==> config.mk <==
export PLATFORM = sky130hd
export DESIGN_NAME = cp0_exc_ctrl
export DESIGN_NICKNAME = d
export VERILOG_FILES = /design/src/rtl/cp0_pkg.sv /design/src/rtl/cp0_req_arb.sv /design/src/rtl/cp0_exc_ctrl.sv
export SDC_FILE = /design/constraint.sdc
export NUM_CORES = 1
export LEC_CHECK = 0
export BUFFER_PORTS_ARGS = -buffer_cell sky130_fd_sc_hd__buf_2
export CORE_MARGIN = 5
export CORE_UTILIZATION = 44
export DETAILED_ROUTE_END_ITERATION = 7
export GPL_TIMING_DRIVEN = 0
export PLACE_DENSITY = 0.78
export SLEW_MARGIN = 20
export SYNTH_ARGS = -nofsm -noshare
export SYNTH_HDL_FRONTEND = slang
export SYNTH_SLANG_ARGS = --single-unit
==> constraint.sdc <==
create_clock -name clk -period 1.8 [get_ports clk]
set_input_delay 0.27 -clock clk [delete_from_list [all_inputs] [get_ports clk]]
set_output_delay 0.27 -clock clk [all_outputs]
set_load 0.02 [all_outputs]
==> src/rtl/cp0_pkg.sv <==
// Shared CP0 definitions: register numbers, field positions, exception codes
// and the handler entry address used by the pipeline flush.
package cp0_pkg;

  localparam logic [4:0] REG_SR    = 5'd12;
  localparam logic [4:0] REG_CAUSE = 5'd13;
  localparam logic [4:0] REG_EPC   = 5'd14;
  localparam logic [4:0] REG_PRID  = 5'd15;

  localparam int IM_HI  = 15;
  localparam int IM_LO  = 10;
  localparam int EXL    = 1;
  localparam int IE     = 0;
  localparam int BD     = 31;
  localparam int IP_HI  = 15;
  localparam int IP_LO  = 10;
  localparam int EXC_HI = 6;
  localparam int EXC_LO = 2;

  localparam logic [4:0] EXC_INT     = 5'd0;
  localparam logic [4:0] EXC_ADEL    = 5'd4;
  localparam logic [4:0] EXC_ADES    = 5'd5;
  localparam logic [4:0] EXC_SYSCALL = 5'd8;
  localparam logic [4:0] EXC_RI      = 5'd10;
  localparam logic [4:0] EXC_OV      = 5'd12;

  localparam logic [31:0] HANDLER_ADDR = 32'h0000_4180;

endpackage

==> src/rtl/cp0_req_arb.sv <==
// Combinational exception/interrupt arbiter: decides whether the M-stage
// instruction is flushed and which ExcCode gets recorded.
module cp0_req_arb
  import cp0_pkg::*;
#(
  parameter int INT_W = 6
) (
  input  logic [INT_W-1:0] i_im,
  input  logic [INT_W-1:0] i_hw_int,
  input  logic             i_ie,
  input  logic             i_exl,
  input  logic [4:0]       i_exc_code,
  output logic             o_req,
  output logic [4:0]       o_exc_code
);

  logic w_int_req;
  logic w_exc_req;

  assign w_int_req  = i_ie & ~i_exl & (|(i_im & i_hw_int));
  assign w_exc_req  = (i_exc_code != EXC_INT) & ~i_exl;
  assign o_req      = w_int_req | w_exc_req;
  // An interrupt outranks a synchronous exception in the same cycle.
  assign o_exc_code = w_int_req ? EXC_INT : i_exc_code;

endmodule

==> src/rtl/cp0_exc_ctrl.sv <==
// Coprocessor-0 at the M stage: holds SR/Cause/EPC/PRId, raises the flush
// request and serves mfc0 reads and the eret target.
module cp0_exc_ctrl
  import cp0_pkg::*;
#(
  parameter logic [31:0] PRID  = 32'h0000_2022,
  parameter int          INT_W = 6
) (
  input  logic             clk,
  input  logic             reset,
  input  logic [4:0]       i_a1,
  input  logic [4:0]       i_a2,
  input  logic [31:0]      i_din,
  input  logic             i_we,
  input  logic [31:0]      i_pc,
  input  logic             i_bd,
  input  logic [4:0]       i_exc_code,
  input  logic             i_exl_clr,
  input  logic [INT_W-1:0] i_hw_int,
  output logic             o_req,
  output logic [31:0]      o_epc,
  output logic [31:0]      o_dout
);

  logic [INT_W-1:0] r_im;
  logic             r_exl;
  logic             r_ie;
  logic             r_cause_bd;
  logic [INT_W-1:0] r_ip;
  logic [4:0]       r_exc_code;
  logic [31:0]      r_epc;

  logic             w_req;
  logic [4:0]       w_exc_sel;
  logic [31:0]      w_epc_next;
  logic [31:0]      w_sr;
  logic [31:0]      w_cause;
  logic [31:0]      w_dout;

  cp0_req_arb #(.INT_W(INT_W)) u_req_arb (
    .i_im       (r_im),
    .i_hw_int   (i_hw_int),
    .i_ie       (r_ie),
    .i_exl      (r_exl),
    .i_exc_code (i_exc_code),
    .o_req      (w_req),
    .o_exc_code (w_exc_sel)
  );

  // A delay-slot instruction restarts at its branch; subtraction wraps.
  assign w_epc_next = (i_bd ? (i_pc - 32'd4) : i_pc) & ~32'd3;

  always_ff @(posedge clk) begin
    if (reset) begin
      r_im       <= '0;
      r_exl      <= 1'b0;
      r_ie       <= 1'b0;
      r_cause_bd <= 1'b0;
      r_ip       <= '0;
      r_exc_code <= '0;
      r_epc      <= '0;
    end else begin
      r_ip <= i_hw_int;
      if (w_req) begin
        r_exl      <= 1'b1;
        r_cause_bd <= i_bd;
        r_exc_code <= w_exc_sel;
        r_epc      <= w_epc_next;
      end else begin
        if (i_we && (i_a2 == REG_SR)) begin
          r_im  <= i_din[IM_LO +: INT_W];
          r_exl <= i_din[EXL];
          r_ie  <= i_din[IE];
        end
        if (i_we && (i_a2 == REG_EPC)) begin
          r_epc <= {i_din[31:2], 2'b00};
        end
        // eret overrides an EXL value written by a concurrent mtc0.
        if (i_exl_clr) begin
          r_exl <= 1'b0;
        end
      end
    end
  end

  always_comb begin
    w_sr                  = '0;
    w_sr[IM_LO +: INT_W]  = r_im;
    w_sr[EXL]             = r_exl;
    w_sr[IE]              = r_ie;
    w_cause               = '0;
    w_cause[BD]           = r_cause_bd;
    w_cause[IP_LO +: INT_W] = r_ip;
    w_cause[EXC_HI:EXC_LO]  = r_exc_code;
  end

  always_comb begin
    w_dout = '0;
    case (i_a1)
      REG_SR:    w_dout = w_sr;
      REG_CAUSE: w_dout = w_cause;
      REG_EPC:   w_dout = r_epc;
      REG_PRID:  w_dout = PRID;
      default:   w_dout = '0;
    endcase
  end

  assign o_req  = w_req;
  assign o_epc  = r_epc;
  assign o_dout = w_dout;

endmodule

Yosys cells after proc, flatten, opt, wreduce, memory -nomap -nowiden. Index checks and enable logic that the tools add are counted.

Bits in registers: 50. Latch bits: 0. RAM bits: 0. Bits in read-only memories: 0. Input bits: 90. Output and inout port bits: 65. Word-level logic and storage cells: 36. Memories kept: 0.

Add/subtract/negate cells: 1. Multiply operators: 0. Div/mod/pow operators: 0. Magnitude comparators: 0. Equality and inequality tests: 6. Shift-type cells: 0. Multiplexer cells: 8. Bitwise operators: 7. Reduce and logical (&&, ||, !) cells: 7.

Operator list (number): $pmux W32 S4 (1); $mux W32 (3); $sub A32 B3 Y32 const B (1); $eq A5 B4 Y1 const B (6); $and A6 B6 Y6 (1); $reduce_or A6 Y1 (1); $mux W5 (1); $reduce_bool A5 Y1 (1); $and A1 B1 Y1 (3); $mux W1 (3); $reduce_bool A3 Y1 (1); $logic_and A1 B1 Y1 (2); $not A1 Y1 (2); $reduce_and A2 Y1 (1); $reduce_bool A2 Y1 (1); $or A1 B1 Y1 (1).

Logic depth before layout (Yosys ltp).
Depth after elaboration: 6. Depth in mapped cells: 6. Depth with buffers taken out: 6.

Modules after synthesis. A second synthesis with hierarchy kept.

Cells, all modules: 413. Area total of the unflattened synthesis: 3355.7 um^2.

Modules (own cells, without submodules): cp0_exc_ctrl (instances 1, cells each 400, area each 3253.1 um^2, sequential area each 1001.0 um^2); cp0_req_arb (instances 1, cells each 13, area each 102.6 um^2, sequential area each 0.0 um^2).

Least setup slack after synthesis. OpenSTA, ideal clock, no wires.

Kind: input-to-reg. Start: in i_pc[26]. End: reg r_epc[30] (netlist: o_epc[30]). Setup time: 0.074 ns. Data arrival time: 1.758 ns. Data required time: 1.726 ns. Slack: -0.032 ns. Cell stages on the path: 4. Buffers on the path: 0. Path through: or3_4 > or4_4 > or4_1 > a31oi_1.

Longest elaborated chain between the ends: 3.

RTL lines: start: declaration (line cp0_exc_ctrl.sv:15) `input logic [31:0] i_pc,`; $sub A32 B3 Y32 (line cp0_exc_ctrl.sv:51) `assign w_epc_next = (i_bd ? (i_pc - 32'd4) : i_pc) & ~32'd3;`; $mux W32 (line cp0_exc_ctrl.sv:51); $mux W32 (line cp0_exc_ctrl.sv:64) `if (w_req) begin`; end signal: assignment (line cp0_exc_ctrl.sv:68) `r_epc <= w_epc_next;`; end signal: assignment (line cp0_exc_ctrl.sv:76) `r_epc <= {i_din[31:2], 2'b00};`; end: declaration (line cp0_exc_ctrl.sv:31) `logic [31:0] r_epc;`.

Every way passes these cells. A chain may end at the register's enable or synchronous reset.

Worst setup path in the final report.
Start: reg r_im[1]. End: out o_req.

Longest elaborated chain between the ends: 4.

RTL lines: start: declaration (line cp0_exc_ctrl.sv:25) `logic [INT_W-1:0] r_im;`; start signal: assignment (line cp0_exc_ctrl.sv:71) `r_im <= i_din[IM_LO +: INT_W];`; $and A6 B6 Y6 (line cp0_req_arb.sv:20) `assign w_int_req = i_ie & ~i_exl & (|(i_im & i_hw_int));`; $reduce_or A6 Y1 (line cp0_req_arb.sv:20); $and A1 B1 Y1 (line cp0_req_arb.sv:20); $or A1 B1 Y1 (line cp0_req_arb.sv:22) `assign o_req = w_int_req | w_exc_req;`; end: declaration (line cp0_exc_ctrl.sv:20) `output logic o_req,`.

Every way passes these cells.

==> impl_summary.log <==
[metrics] Crit Path Category: flop to output port
[metrics] fraction of synthesized cell area in xor and xnor cells: 0.0168
[metrics] summed instance area of the synthesized netlist: between 3000 and 4000 µm²
[metrics] placer's final routability congestion estimate: 0.877
[metrics] wire length on met2: roughly 7000 µm
[metrics] clock period minus worst slack: about 1.8 ns
[metrics] combined global-route utilization of all metal layers: 0.257
[metrics] Residual DRC: 0
[metrics] total half-perimeter wirelength after legalization and detailed placement: between 10000 and 15000 µm
[metrics] vias after detailed routing: roughly 4400
[metrics] overall power of the completed layout: just under 3 mW
[metrics] Slowest Stage Delay on Critical Path: 0.35 ns
[metrics] Clock Pin Slew Worst Setup and Hold Paths: ~0.090 ns
[metrics] CP endpoint kind: output port
[metrics] Detail Route Antenna Nets: 0
[metrics] post-synth top area share: 0.275
[metrics] WL met1: 5570 µm
[metrics] Post-Synth Simple-Gate Area: 0.294
[metrics] met3 routed WL: about 1100 µm
[metrics] Detailed Route WL: approximately 14000 µm
[metrics] CTS tree: built
[metrics] Leak: between 2 and 2.5 nW
[metrics] number of ports placed on the die boundary: ~160
[metrics] post-synthesis cell count: between 400 and 500
[metrics] number of nets in the layout: about 700
[metrics] grt ovf: 0
[metrics] root buf cell: clkbuf_8
[metrics] fin worst setup slack: -0.0293 ns
[metrics] skew final: about 0.016 ns
[metrics] most used standard cell by instance count after synthesis: dfxtp_1
[metrics] multiplexer share of the synthesized area: 0.0577
[metrics] maximum number of buffers from clock root to sink: 2
[metrics] Max Cap Viol: 0
[metrics] total count of hold-check failures in the final report: 0
[metrics] area used by multi-input combinational logic: between 2000 and 3000 µm²
[metrics] average detailed-routed wire length per instance: about 19 µm
[metrics] initial antenna violation count: 0
[metrics] Seq/Total Area, Yosys: 0.275
[metrics] Netlist cell types: 62
[metrics] cells traversed along the worst timing path: a22oi_2, a311oi_2, nor2_2, inv_2, buf_6, buf_6
[metrics] dominant delay contributor by cell family on the critical path: compound AO/OA/AOI/OAI gates
[metrics] PwrDens: 582 nW/µm²
[metrics] Compound-Gate Fraction of Synth Area: 0.263
[metrics] number of hold buffers added after CTS: 0
[metrics] register bit total from synthesis: 50
[metrics] dominant combinational cell family by area after synthesis: simple AND/OR/NAND/NOR gates
[metrics] effective utilization at floorplan: 0.448
[metrics] Via density: 6.05
[metrics] count of buffers inserted at the top-level ports: 147
[metrics] post-route fraction of the period consumed by the critical path: 1.02
[metrics] fmax: between 500 and 600 MHz
[metrics] buffering stage count on the worst path with inverters included: 3
[metrics] adder and majority gate portion of the synthesized area: 0.00343
[metrics] Clock Sink Count: 50
[metrics] number of fillers in the final layout: 718
[metrics] final core occ: 0.617
[metrics] Pre-antenna DRT Iters: 5
[metrics] largest net degree at the start of global routing: 16
[metrics] sum of negative setup slack: -0.0300 ns
[metrics] number of flops mapped to enable cells by yosys: 0
[metrics] setup repair after global routing missed its margin: yes
[metrics] ant diodes: 0
[metrics] global-route wire length before repair: 21400 µm
[metrics] relative area change from synthesis to final layout: 37.6%
[metrics] synth top area cells: dfxtp_1 27%, mux2i_1 5.8%, o31a_1 5.0%, nor4_1 5.0%, o41ai_1 4.3%
[metrics] Die W: between 100 and 150 µm
[metrics] violated checks: setup timing
[metrics] Yosys warning total: 0
[metrics] non-filler instance count after layout: approximately 730
[metrics] Hold Crit Class: input port to flop
[metrics] setup violation total in the final timing report: 2
[metrics] Die Height: ~100 µm
[metrics] startpoint types: flop
[metrics] number of placed instances, taps included: just over 700
[metrics] H-tree depth: 2
[metrics] critical path data required time: between 1.5 and 2 ns
[metrics] uppermost layer routed: met4
[metrics] via count of the first global-routing pass: about 4200
[metrics] library cell with the largest summed area after synthesis: dfxtp_1
[metrics] clock latency of the later-clocked register in the worst-skew pair: between 0.3 and 0.4 ns
[metrics] worst-case headroom to the max-slew limit: 0.528
[metrics] maximum ir drop on the vdd rail: around 0.35 mV
[metrics] signal arrival time at the worst endpoint: 1.56 ns
[metrics] die area: 10200 µm²
[metrics] critical path's most frequent cell: buf_6
[metrics] Core Region: 8130 µm²
[metrics] critical path peak fanout: 4
[metrics] share of final-layout standard cells stronger than drive strength 1: 0.391
[metrics] Sequential cell area: roughly 1000 µm²
[metrics] mean area per synthesized cell: about 8 µm²
[metrics] proportion of register bits with asynchronous set or reset after synthesis: 0
[metrics] Initial DRC Count: roughly 450
[metrics] critical path's slowest cell: dfxtp_2
[metrics] CTS Buf Count: 5
[metrics] outcome: complete, but fails checks
[metrics] top post-synthesis cells by count: 50 x dfxtp_1, 32 x clkbuf_1, 29 x nor4_1
[metrics] Worst Tran Pin Value: between 0.7 and 0.8 ns
[metrics] commonest register cell after synthesis: dfxtp_1
[metrics] total count of max-transition violations in the final report: 0
[metrics] total number of placement rows: 33
## per-stage QoR
step	instance area, µm²	setup slack [ns]	hold WS (ns)
after floorplan	3650	-0.0318	0.398
after global placement	4520	-0.858	0.447
after detailed placement	4520	-0.907	0.471
after CTS	4760	0.00531	0.195
after global routing	5020	-0.0868	0.219
final	5020	-0.0293	0.202
## layer usage
metal | up-vias | track usage
met1 | 2088 | 0.326
met4 | 0 | 0.0757
met3 | 25 | 0.0512
met5 | - | 0
li1 | 2090 | -
met2 | 218 | 0.438
## state kept, by name, summed over array words and instances (netlist names)
name	flops
o_epc	30
r_im	6
r_ip	6
r_exc_code	5
r_cause_bd	1
r_exl	1
r_ie	1
## logic make-up (layout without fill, tap and decap cells)
kind of cell | Yosys count | after routing
AND/OR/NAND/NOR | 175 | 175
adder cells (fa/ha/maj) | 1 | 1
other | 1 | 2
buffers and inverters | 72 | 242
multiplexers | 21 | 21
flip-flops | 50 | 50
AO/OA/AOI/OAI | 128 | 128
XOR/XNOR | 7 | 7
## layout make-up
class	instances	share of cell area
Inverter	28	0.0215
Sequential cell	50	0.201
Multi-Input combinational cell	334	0.502
Tap cell	105	0.0262
Clock inverter	2	0.00748
Timing Repair Buffer	162	0.177
Buffer	44	0.0504
Clock buffer	6	0.0145
## layout by cell type (no fill, tap or decap), types with 11 or more instances in the layout
master / n
a211oi_1: 17
a31oi_1: 16
and2_1: 19
buf_2: 148
buf_4: 18
clkbuf_1: 27
dfxtp_1: 45
inv_1: 25
mux2i_1: 21
nand2_1: 18
nor2_1: 20
nor4_1: 28
o31a_1: 21
o31ai_1: 12
o41ai_2: 11
or4_1: 13
## worst paths after layout
check               from         to  slack [ns]  cells after the start
max reg2reg      r_im[1]  o_epc[31]        0.03                      6
min          i_hw_int[4]    r_ip[4]        0.20                      2
min reg2reg         r_ie       r_ie        0.48                      2
max              r_im[1]      o_req       -0.03                      6
## power by group
| part | leakage, nW | total (mW) | switching [mW] | internal, mW |
|---|---|---|---|---|
| Clock | 0.0514 | 0.813 | 0.398 | 0.415 |
| Combinational | 1.58 | 0.847 | 0.497 | 0.350 |
| Sequential | 0.417 | 1.26 | 0.0668 | 1.19 |
## timing repair
action | in CTS | in global routing
gates cloned | 0 | 1
gates resized for setup | 26 | 44
setup endpoints to repair | 64 | 48
setup buffers | 7 | 7
hold endpoints to repair | 0 | 0
pin swaps | 2 | 12
Power figures use the tool's default switching activity.
